===== config.mk =====
export PLATFORM = sky130hd
export DESIGN_NAME = fetch_unit
export DESIGN_NICKNAME = d
export VERILOG_FILES = /design/src/rtl/fetch_pkg.sv /design/src/rtl/pc_target.sv /design/src/rtl/fetch_unit.sv
export SDC_FILE = /design/constraint.sdc
export NUM_CORES = 1
export LEC_CHECK = 0
export ABC_AREA = 1
export CAP_MARGIN = 10
export CELL_PAD_IN_SITES_DETAIL_PLACEMENT = 0
export CELL_PAD_IN_SITES_GLOBAL_PLACEMENT = 2
export CORE_MARGIN = 3
export CORE_UTILIZATION = 23
export DETAILED_ROUTE_END_ITERATION = 6
export GPL_ROUTABILITY_DRIVEN = 0
export PLACE_DENSITY_LB_ADDON = 0.3
export SYNTH_ARGS = -nofsm -noshare
export SYNTH_HDL_FRONTEND = slang
export SYNTH_HIERARCHICAL = 1
export SYNTH_SLANG_ARGS = --single-unit
export TNS_END_PERCENT = 30

===== constraint.sdc =====
create_clock -name clk -period 1.7 [get_ports clk]
set_clock_uncertainty 0.2 [all_clocks]
set_input_delay 0.34 -clock clk [delete_from_list [all_inputs] [get_ports clk]]
set_output_delay 0.34 -clock clk [all_outputs]
set_load 0.01 [all_outputs]

===== src/rtl/fetch_pkg.sv =====
// rtl/fetch_pkg.sv - shared types and constants for the instruction fetch stage
package fetch_pkg;
    localparam int XLEN        = 32;
    localparam int INSTR_BYTES = 4;

    typedef enum logic [2:0] {
        IDLE,
        REQ,
        WAIT,
        HOLD,
        DRAIN
    } fetch_state_t;
endpackage


===== src/rtl/pc_target.sv =====
// rtl/pc_target.sv - word-aligned branch target adder (branch pc + sign-extended offset)
module pc_target
    import fetch_pkg::*;
(
    input  logic [XLEN-1:0] branchPc,
    input  logic [XLEN-1:0] immOp,
    output logic [XLEN-1:0] targetPc
);
    assign targetPc = (branchPc + immOp) & ~XLEN'(INSTR_BYTES - 1);
endmodule


===== src/rtl/fetch_unit.sv =====
// rtl/fetch_unit.sv - instruction fetch: pc register, single-outstanding memory requests,
// one-entry output buffer to decode and taken-branch redirect
module fetch_unit
    import fetch_pkg::*;
#(
    parameter logic [31:0] RESET_PC = 32'h0000_0000
) (
    input  logic        clk,
    input  logic        rst_n,
    output logic        imem_req_valid,
    input  logic        imem_req_ready,
    output logic [31:0] imem_addr,
    input  logic        imem_rsp_valid,
    input  logic [31:0] imem_rsp_data,
    output logic        instr_valid,
    input  logic        instr_ready,
    output logic [31:0] instr,
    output logic [31:0] instr_pc,
    input  logic        PCsrc,
    input  logic [31:0] branch_pc,
    input  logic [31:0] ImmOp
);
    fetch_state_t    state;
    fetch_state_t    nextState;
    logic [XLEN-1:0] pc;
    logic [XLEN-1:0] targetPc;
    logic            capture;

    pc_target uTarget (
        .branchPc (branch_pc),
        .immOp    (ImmOp),
        .targetPc (targetPc)
    );

    always_ff @(posedge clk or negedge rst_n) begin
        if (!rst_n) begin
            state <= IDLE;
        end else begin
            state <= nextState;
        end
    end

    // A redirect must never let an in-flight response reach the buffer, so any
    // outstanding request forces a pass through DRAIN before refetching.
    always_comb begin
        nextState = state;
        if (PCsrc) begin
            case (state)
                REQ:     nextState = imem_req_ready ? DRAIN : REQ;
                WAIT:    nextState = imem_rsp_valid ? REQ : DRAIN;
                DRAIN:   nextState = imem_rsp_valid ? REQ : DRAIN;
                default: nextState = REQ;
            endcase
        end else begin
            case (state)
                IDLE:    nextState = REQ;
                REQ:     nextState = imem_req_ready ? WAIT : REQ;
                WAIT:    nextState = imem_rsp_valid ? HOLD : WAIT;
                HOLD:    nextState = instr_ready ? REQ : HOLD;
                DRAIN:   nextState = imem_rsp_valid ? REQ : DRAIN;
                default: nextState = IDLE;
            endcase
        end
    end

    assign capture = (state == WAIT) && imem_rsp_valid && !PCsrc;

    always_ff @(posedge clk or negedge rst_n) begin
        if (!rst_n) begin
            pc       <= RESET_PC;
            instr    <= '0;
            instr_pc <= '0;
        end else begin
            if (PCsrc) begin
                pc <= targetPc;
            end else if (capture) begin
                pc <= pc + XLEN'(INSTR_BYTES);
            end
            if (capture) begin
                instr    <= imem_rsp_data;
                instr_pc <= pc;
            end
        end
    end

    assign imem_req_valid = (state == REQ);
    assign instr_valid    = (state == HOLD);
    assign imem_addr      = pc;
endmodule


==> summary.log, run 1 <==
qor: sta.totalNegativeSetupSlack -0.476 ns
qor: clocking.tritoncts_sinks 99
qor: sta.unrepaired_setup_endpoints_after_global_routing yes
qor: yosys.synthesis.area_per_instance 6.35 um^2
qor: yosys.synth-seq-cells 99
qor: grt.via_count_of_the_first_global_routing_pass 7,909
qor: clocking.cts_tree done
qor: floorplanning.io_pins 200
qor: finish.final_net_count 1,629
qor: power_and_ir_drop.power_density 803 mW/mm^2
qor: critical_path.critPathLaunch branch_pc[5]
qor: clocking.root_buffer_selected_by_cts clkbuf_16
qor: clocking.cts_buffer_depth 2
qor: critical_path.crit_path_start_kind input pin
qor: sta.finalWorstSetupSlack -0.0650 ns
qor: finish.instances_no_fill 1,897
qor: route.detail_route.drc_violations 0
qor: sta.fmax 0.567 GHz
qor: route.viasPerCell 4.26
qor: sta.hold_ws 0.257 ns
qor: hold_path.timing.hold.worst.class input pin to asynchronous set/reset pin
qor: outcome.violations setup timing
qor: yosys.synth-seq-area-share 34.1%
qor: critical_path.regToRegEndpoint imem_addr[31]
qor: critical_path.cp_data_required_time 1.75 ns
qor: finish.drive_gt1_share 37.8%
qor: grt.antenna_found_initial 0
qor: placed_design.placedCellCount 1,835
qor: sta.final-hold-violation-count 0
qor: critical_path.timing.critical_path.arrival 1.81 ns
qor: placed_design.buffer_ports.inserted 199
qor: sta.report.final.slew_viol_count 0
qor: route.pre_antenna_drt_iters 4
qor: critical_path.reg2reg_setup_slack -0.04 ns
qor: yosys.postSynth.asyncResetShare 100%
qor: sta.report.final.setup_viol 17
qor: grt.grt_start_max_net_pins 49
qor: power_and_ir_drop.post-layout-total-power 10,100 uW
qor: critical_path.r2r_cells 9
qor: clocking.h_tree_depth 3
qor: floorplanning.floorplan.initialDensity 23.5%
qor: floorplanning.core_area 0.0308 mm^2
qor: power_and_ir_drop.power_leakage 0.00669 uW
qor: grt.grt_first_pass_wirelength 42.0 mm
qor: yosys.synth-edff-count 0
qor: sta.period_needed 1.77 ns
qor: power_and_ir_drop.ir_drop 507 uV
qor: critical_path.crit-reg2reg-launch imem_addr[8]
qor: clocking.worst_skew_pair.late_latency 0.35 ns
qor: finish.synthToLayoutAreaGrowth 74.2%
qor: critical_path.worst-path-max-fanout 4
qor: clocking.cts_made_buffers 9
qor: outcome.status finished, violations left
qor: floorplanning.die-height 184 um
qor: floorplanning.rows 64
qor: placed_design.dp.final_hpwl 21.6 mm
qor: yosys.postSynth.topFlopCell dfrtp_1
qor: grt.grt_util_all_layers 15.5%
qor: route.via_count 8,075
qor: floorplanning.fp.dieArea 0.0337 mm^2
qor: clocking.clkSlewWorstSetupHoldPaths 0.07 ns
qor: floorplanning.chip_width 184 um
qor: route.post_drt_wl_per_cell 14.5 um
qor: route.totalWireLength 27.6 mm
qor: critical_path.cp-endpoint imem_addr[31]
qor: grt.grt.overflow.total 0
qor: sta.final.period_utilization 104%
qor: critical_path.cp-end-kind flop
qor: job.cap_viol_max_count 0
qor: yosys.yosys_warnings 6
qor: critical_path.worstSetupPathType input pin to flop
qor: yosys.post_synth_inst_count 1,144
qor: yosys.synth.cell_area 0.00726 mm^2
qor: route.first_iter_violations 320
qor: yosys.yosysUniqueCellTypes 36
qor: finish.n_antenna_cell 0
qor: route.antenna_violating_nets_post_route 0
==> worst min-delay path by stage <==
stage / slack, ns / endpoint / from / cells past startpoint
after floorplan: -0.16 / imem_addr[0] / rst_n / 0
after global placement: 0.08 / instr_pc[6] / rst_n / 1
after detailed placement: 0.08 / instr_pc[6] / rst_n / 1
after CTS: 0.25 / instr_pc[6] / rst_n / 2
after global routing: 0.26 / instr_pc[6] / rst_n / 2
final: 0.26 / instr_pc[9] / rst_n / 2
==> metal layers <==
| layer | global-route usage [%] | routed length [um] | vias up |
|---|---|---|---|
| li1 | - | - | 4187 |
| met1 | 21.4 | 13100 | 3682 |
| met2 | 25.6 | 12900 | 177 |
| met3 | 1.40 | 1060 | 29 |
| met4 | 5.18 | 554 | 0 |
| met5 | 0 | 0 | - |
==> layout make-up <==
class | count | area [um^2]
fill | 3209 | 18200
multi-input combinational | 844 | 5380
timing repair buffer | 367 | 3300
sequential | 99 | 2500
inverter | 175 | 664
tap | 396 | 495
clock buffer | 10 | 239
clock inverter | 6 | 62.6
==> power breakdown <==
part / internal [uW] / switching [uW]
Sequential: 2960 / 421
Combinational: 2190 / 2430
Clock: 1190 / 963
Total: 6340 / 3810
==> cells by family after synthesis <==
| kind of cell | count (synthesis) | share of synthesized area, % |
|---|---|---|
| and+or+nand+nor | 702 | 40.2 |
| xor gates and xnor gates | 24 | 2.90 |
| buffers and inverters | 202 | 10.9 |
| DFF | 99 | 34.1 |
| other | 1 | 0.0517 |
| adders and majority gates | 31 | 5.34 |
| AOI/OAI and AO/OA | 85 | 6.48 |
==> metrics by stage <==
stage	util, %	setup WS (ns)	instance area, um^2
3_3_place_gp	35.8	-0.875	11000
6_report	41.0	-0.0650	12600
3_5_place_dp	35.8	-0.873	11000
2_1_floorplan	-	-0.126	7680
5_1_grt	41.0	-0.157	12600
4_1_cts	38.6	-0.230	11900
==> flip-flops by register name, indices dropped and copies added (netlist names) <==
register,cells
instr,32
imem_addr,32
state,3
instr_pc,32
==> synthesized netlist by cell type, types with 2 or more instances <==
cell type,count,area [um^2]
nor2_1,98,368
inv_2,6,22.5
inv_1,169,634
nand3_1,52,260
nand3b_1,3,22.5
buf_2,8,40.0
buf_1,4,15.0
nor2_2,3,18.8
a21oi_1,25,125
buf_6,2,22.5
nor3_1,3,15.0
o21ai_0,43,215
clkbuf_1,11,41.3
nor2_4,6,67.6
xor2_1,22,193
o21bai_1,3,22.5
ha_1,31,388
nand2_4,4,45.0
and3_1,2,12.5
dfrtp_1,99,2480
xnor2_1,2,17.5
o211ai_1,8,60.1
buf_4,2,15.0
nand4_1,13,81.3
nand2_1,492,1850
nand2_2,23,144
==> cells in the final DEF (no fill, tap or decap), types with 31 or more instances in the layout <==
master,n
ha_4,31
nand2_4,44
nand2_1,364
dfrtp_1,80
clkdlybuf4s50_1,38
buf_6,50
nand2_2,109
dlygate4sd2_1,97
inv_1,148
buf_4,138
nand3_1,41
nor2_1,60
==> critical path, stage by stage <==
cell and delay (ns):
buf_6 0.10, ha_4 0.26, nand2_4 0.10, inv_2 0.04, a21oi_2 0.17, nand2_4 0.09, nand2_4 0.07, nand2_4 0.07
buf_6 0.12, nand2_4 0.05, nand2_2 0.04, nand2_1 0.06, nand2_1 0.05, nor2_1 0.10, nor2_1 0.05, nand2_1 0.06
nand2_1 0.04
==> timing repair <==
action | in CTS | in global routing
setup endpoints to repair | 165 | 100
endpoints found under the hold margin | 20 | 0
pin swaps | 166 | 138
hold buffers | 1 | 0
cloned | 0 | 5
gates resized for setup | 532 | 172
buffers inserted | 25 | 17
No activity file was read; power rests on OpenSTA's default activity.
==> inputs of run 2 (changes only) <==
--- a/config.mk
+++ b/config.mk
@@ -6,7 +6,7 @@
 export NUM_CORES = 1
 export LEC_CHECK = 0
 export ABC_AREA = 1
-export CAP_MARGIN = 10
+export CAP_MARGIN = 40
 export CELL_PAD_IN_SITES_DETAIL_PLACEMENT = 0
 export CELL_PAD_IN_SITES_GLOBAL_PLACEMENT = 2
 export CORE_MARGIN = 3
==> results of run 2 <==
No change in the layout: final DEF, timing and power equal those of run 1.
==> inputs of run 3 (changes only) <==
--- a/config.mk
+++ b/config.mk
@@ -14,6 +14,7 @@
 export DETAILED_ROUTE_END_ITERATION = 6
 export GPL_ROUTABILITY_DRIVEN = 0
 export PLACE_DENSITY_LB_ADDON = 0.3
+export SKIP_LAST_GASP = 1
 export SYNTH_ARGS = -nofsm -noshare
 export SYNTH_HDL_FRONTEND = slang
 export SYNTH_HIERARCHICAL = 1
==> summary.log, run 3 (synthesis results as in run 1) <==
qor: sta.unrepaired_setup_endpoints_after_global_routing yes
qor: critical_path.timing.critical_path.arrival 1.87 ns [+0.06 ns]
qor: finish.layout.area.seq 0.00250 mm^2 [about the same]
qor: clocking.h_tree_depth 3 [unchanged]
qor: power_and_ir_drop.power.net_switching 3800 uW [-0.37%]
qor: route.detail_route.drc_violations 0 [unchanged]
qor: critical_path.timing.critical_path.slowest_stage_cell ha_4
qor: power_and_ir_drop.post-layout-total-power 10,500 uW [+3.1%]
qor: route.via_count 8,107 [+0.40%]
qor: clocking.worst_skew_pair.late_latency 0.35 ns [about the same]
qor: clocking.tritoncts_sinks 99 [unchanged]
qor: route.viasPerCell 4.26 [+0.13%]
qor: clocking.cts_tree done
qor: grt.grt.met1_usage 21.3% [-0.061 points]
qor: sta.report.final.setup_viol 85 [+68]
qor: floorplanning.io_pins 200 [unchanged]
qor: power_and_ir_drop.power.share.sequential 32.5% [-0.8 points]
qor: critical_path.cp_data_required_time 1.73 ns [-0.02 ns]
qor: sta.period_needed 1.83 ns [+0.0672 ns]
qor: grt.gr-max-usage-layer met2
qor: finish.final_net_count 1,634 [+0.31%]
qor: power_and_ir_drop.ir_drop 495 uV [-2.3%]
qor: grt.grt_first_pass_wirelength 41.9 mm [about the same]
qor: sta.fmax 0.546 GHz [-3.7%]
qor: placed_design.buffer_ports.inserted 199 [unchanged]
qor: power_and_ir_drop.fraction_of_power_spent_switching_nets 36.3% [-1.3 points]
qor: floorplanning.die-height 184 um [unchanged]
qor: placed_design.placedCellCount 1,835 [unchanged]
qor: finish.layout.cells.most_common nand2_1
qor: floorplanning.chip_width 184 um [unchanged]
qor: critical_path.worstSetupPathType input pin to flop
qor: sta.report.final.slew_viol_count 0 [unchanged]
qor: grt.antenna_found_initial 0 [unchanged]
qor: grt.met3_usage 1.46% [+0.059 points]
qor: route.pre_antenna_drt_iters 4 [unchanged]
qor: grt.grt_util_all_layers 15.5% [-0.017 points]
qor: floorplanning.fp.dieArea 0.0337 mm^2 [unchanged]
qor: critical_path.worst-path-max-fanout 4 [unchanged]
qor: critical_path.cp_top_family simple AND/OR/NAND/NOR gates
qor: critical_path.crit_path_start_kind input pin
qor: power_and_ir_drop.power_frac_clock 20.4% [-0.8 points]
qor: finish.instances_no_fill 1,902 [+0.26%]
qor: critical_path.critical_path.cell_chain buf_6 -> ha_4 -> nand2_4 -> inv_2 -> a21oi_2 -> nand2_4 -> nand2_4 -> nand2_4 -> buf_4 -> xor2_2 -> nand2_1 -> o21ai_1 -> o21bai_1
qor: critical_path.most_used_cell_along_the_critical_path nand2_4
qor: floorplanning.core_area 0.0308 mm^2 [unchanged]
qor: outcome.status finished, violations left
qor: finish.finalCoreUtilization 41.7% [+0.65 points]
qor: clocking.root_buffer_selected_by_cts clkbuf_16
qor: placed_design.dp.final_hpwl 21.6 mm [unchanged]
qor: route.totalWireLength 27.6 mm [+0.19%]
qor: critical_path.critPathBufInv 3 [unchanged]
qor: clocking.cts_buffer_depth 2 [unchanged]
qor: grt.via_count_of_the_first_global_routing_pass 7,906 [-0.038%]
qor: sta.finalWorstSetupSlack -0.132 ns [-0.0672 ns]
qor: sta.totalNegativeSetupSlack -6.07 ns [-5.59 ns]
qor: clocking.cts_made_buffers 9 [unchanged]
qor: floorplanning.rows 64 [unchanged]
qor: route.antenna_violating_nets_post_route 0 [unchanged]
qor: finish.multi_input_comb_area 0.00534 mm^2 [-0.67%]
qor: critical_path.cp-end-kind flop
qor: grt.grt_start_max_net_pins 49 [unchanged]
qor: job.cap_viol_max_count 0 [unchanged]
qor: finish.n_antenna_cell 0 [unchanged]
qor: finish.drive_gt1_share 37.4% [-0.39 points]
qor: sta.hold_ws 0.253 ns [-0.00426 ns]
qor: power_and_ir_drop.power_leakage 0.00663 uW [-0.92%]
qor: floorplanning.floorplan.initialDensity 23.5% [unchanged]
qor: route.first_iter_violations 310 [-3.1%]
qor: finish.layout_common_cells nand2_1 (360), inv_1 (152), buf_4 (141), nand2_2 (111), clkdlybuf4s50_1 (100)
qor: hold_path.timing.hold.worst.class input pin to asynchronous set/reset pin
qor: grt.grtUsageMet2 25.5% [-0.15 points]
qor: outcome.violations setup timing
qor: power_and_ir_drop.power_density 815 mW/mm^2 [+1.5%]
qor: critical_path.worst_path_largest_cell_delay 0.27 ns [about the same]
qor: finish.synthToLayoutAreaGrowth 76.9%
qor: route.post_drt_wl_per_cell 14.5 um [about the same]
qor: sta.final-hold-violation-count 0 [unchanged]
qor: power_and_ir_drop.power.internal 6670 uW [+5.2%]
qor: power_and_ir_drop.power_frac_comb 47.1% [+1.6 points]
qor: sta.final.period_utilization 108% [+4.0 points]
qor: grt.grt.overflow.total 0 [unchanged]
qor: clocking.clkSlewWorstSetupHoldPaths 0.07 ns [about the same]
qor: finish.final.fill_count 3,162 [-1.5%]
==> run 3: cell count changes in the layout (fill, tap and decap cells not counted), moves of 6 or more <==
cell             change
clkdlybuf4s50_1     +62
o21ai_1              -6
buf_2                -9
dlymetal6s2s_1      +11
dlygate4sd2_1       -73
o21ai_0              +6
==> run 3: worst paths after layout <==
check	endpoint	start	cells after the start	slack, ns
setup / recovery	imem_addr[11]	branch_pc[6]	13	-0.13
hold / removal	instr_pc[6]	rst_n	2	0.25
setup reg to reg	imem_addr[31]	imem_addr[8]	9	-0.04
hold reg to reg	instr[9]	instr[9]	2	0.27
max in group asynchronous	imem_addr[3]	rst_n	3	0.56
min in group clk	instr[9]	instr[9]	2	0.27
==> run 3: final cells by class <==
type / count / share of cell area, %
Sequential cell: 99 / 19.5
Multi-Input combinational cell: 844 / 41.6
Clock inverter: 6 / 0.487
Tap cell: 396 / 3.86
Timing Repair Buffer: 372 / 27.6
Inverter: 175 / 5.15
Clock buffer: 10 / 1.86
==> run 3: metal layers <==
layer  routed length (um)  vias up
li1                     -     4200
met1                13000     3693
met2                13000      183
met3                 1090       31
met4                  587        0
met5                    0        -
==> run 3: power by group through the flow <==
stage	Combinational, uW	Sequential [uW]	Clock [uW]
final	4930	3400	2140
after global routing	5390	3490	2290
after CTS	4700	3410	2210
after detailed placement	4430	3450	0
after global placement	4410	3430	0
after floorplan	1600	3660	0
==> run 3: repair_timing <==
action,4_1_cts,5_1_grt
setup endpoints to repair,165,173
pin swaps,165,154
endpoints found under the hold margin,20,0
buffers inserted,25,18
gates cloned,0,8
resized for setup,444,189
hold buffers,1,0
==> run 3: through the flow <==
stage / cell area, um^2 / setup slack (ns)
floorplan: 7680 / -0.126
global placement: 11000 / -0.875
detailed placement: 11000 / -0.873
CTS: 12000 / -0.235
global route: 12800 / -0.184
finish: 12800 / -0.132
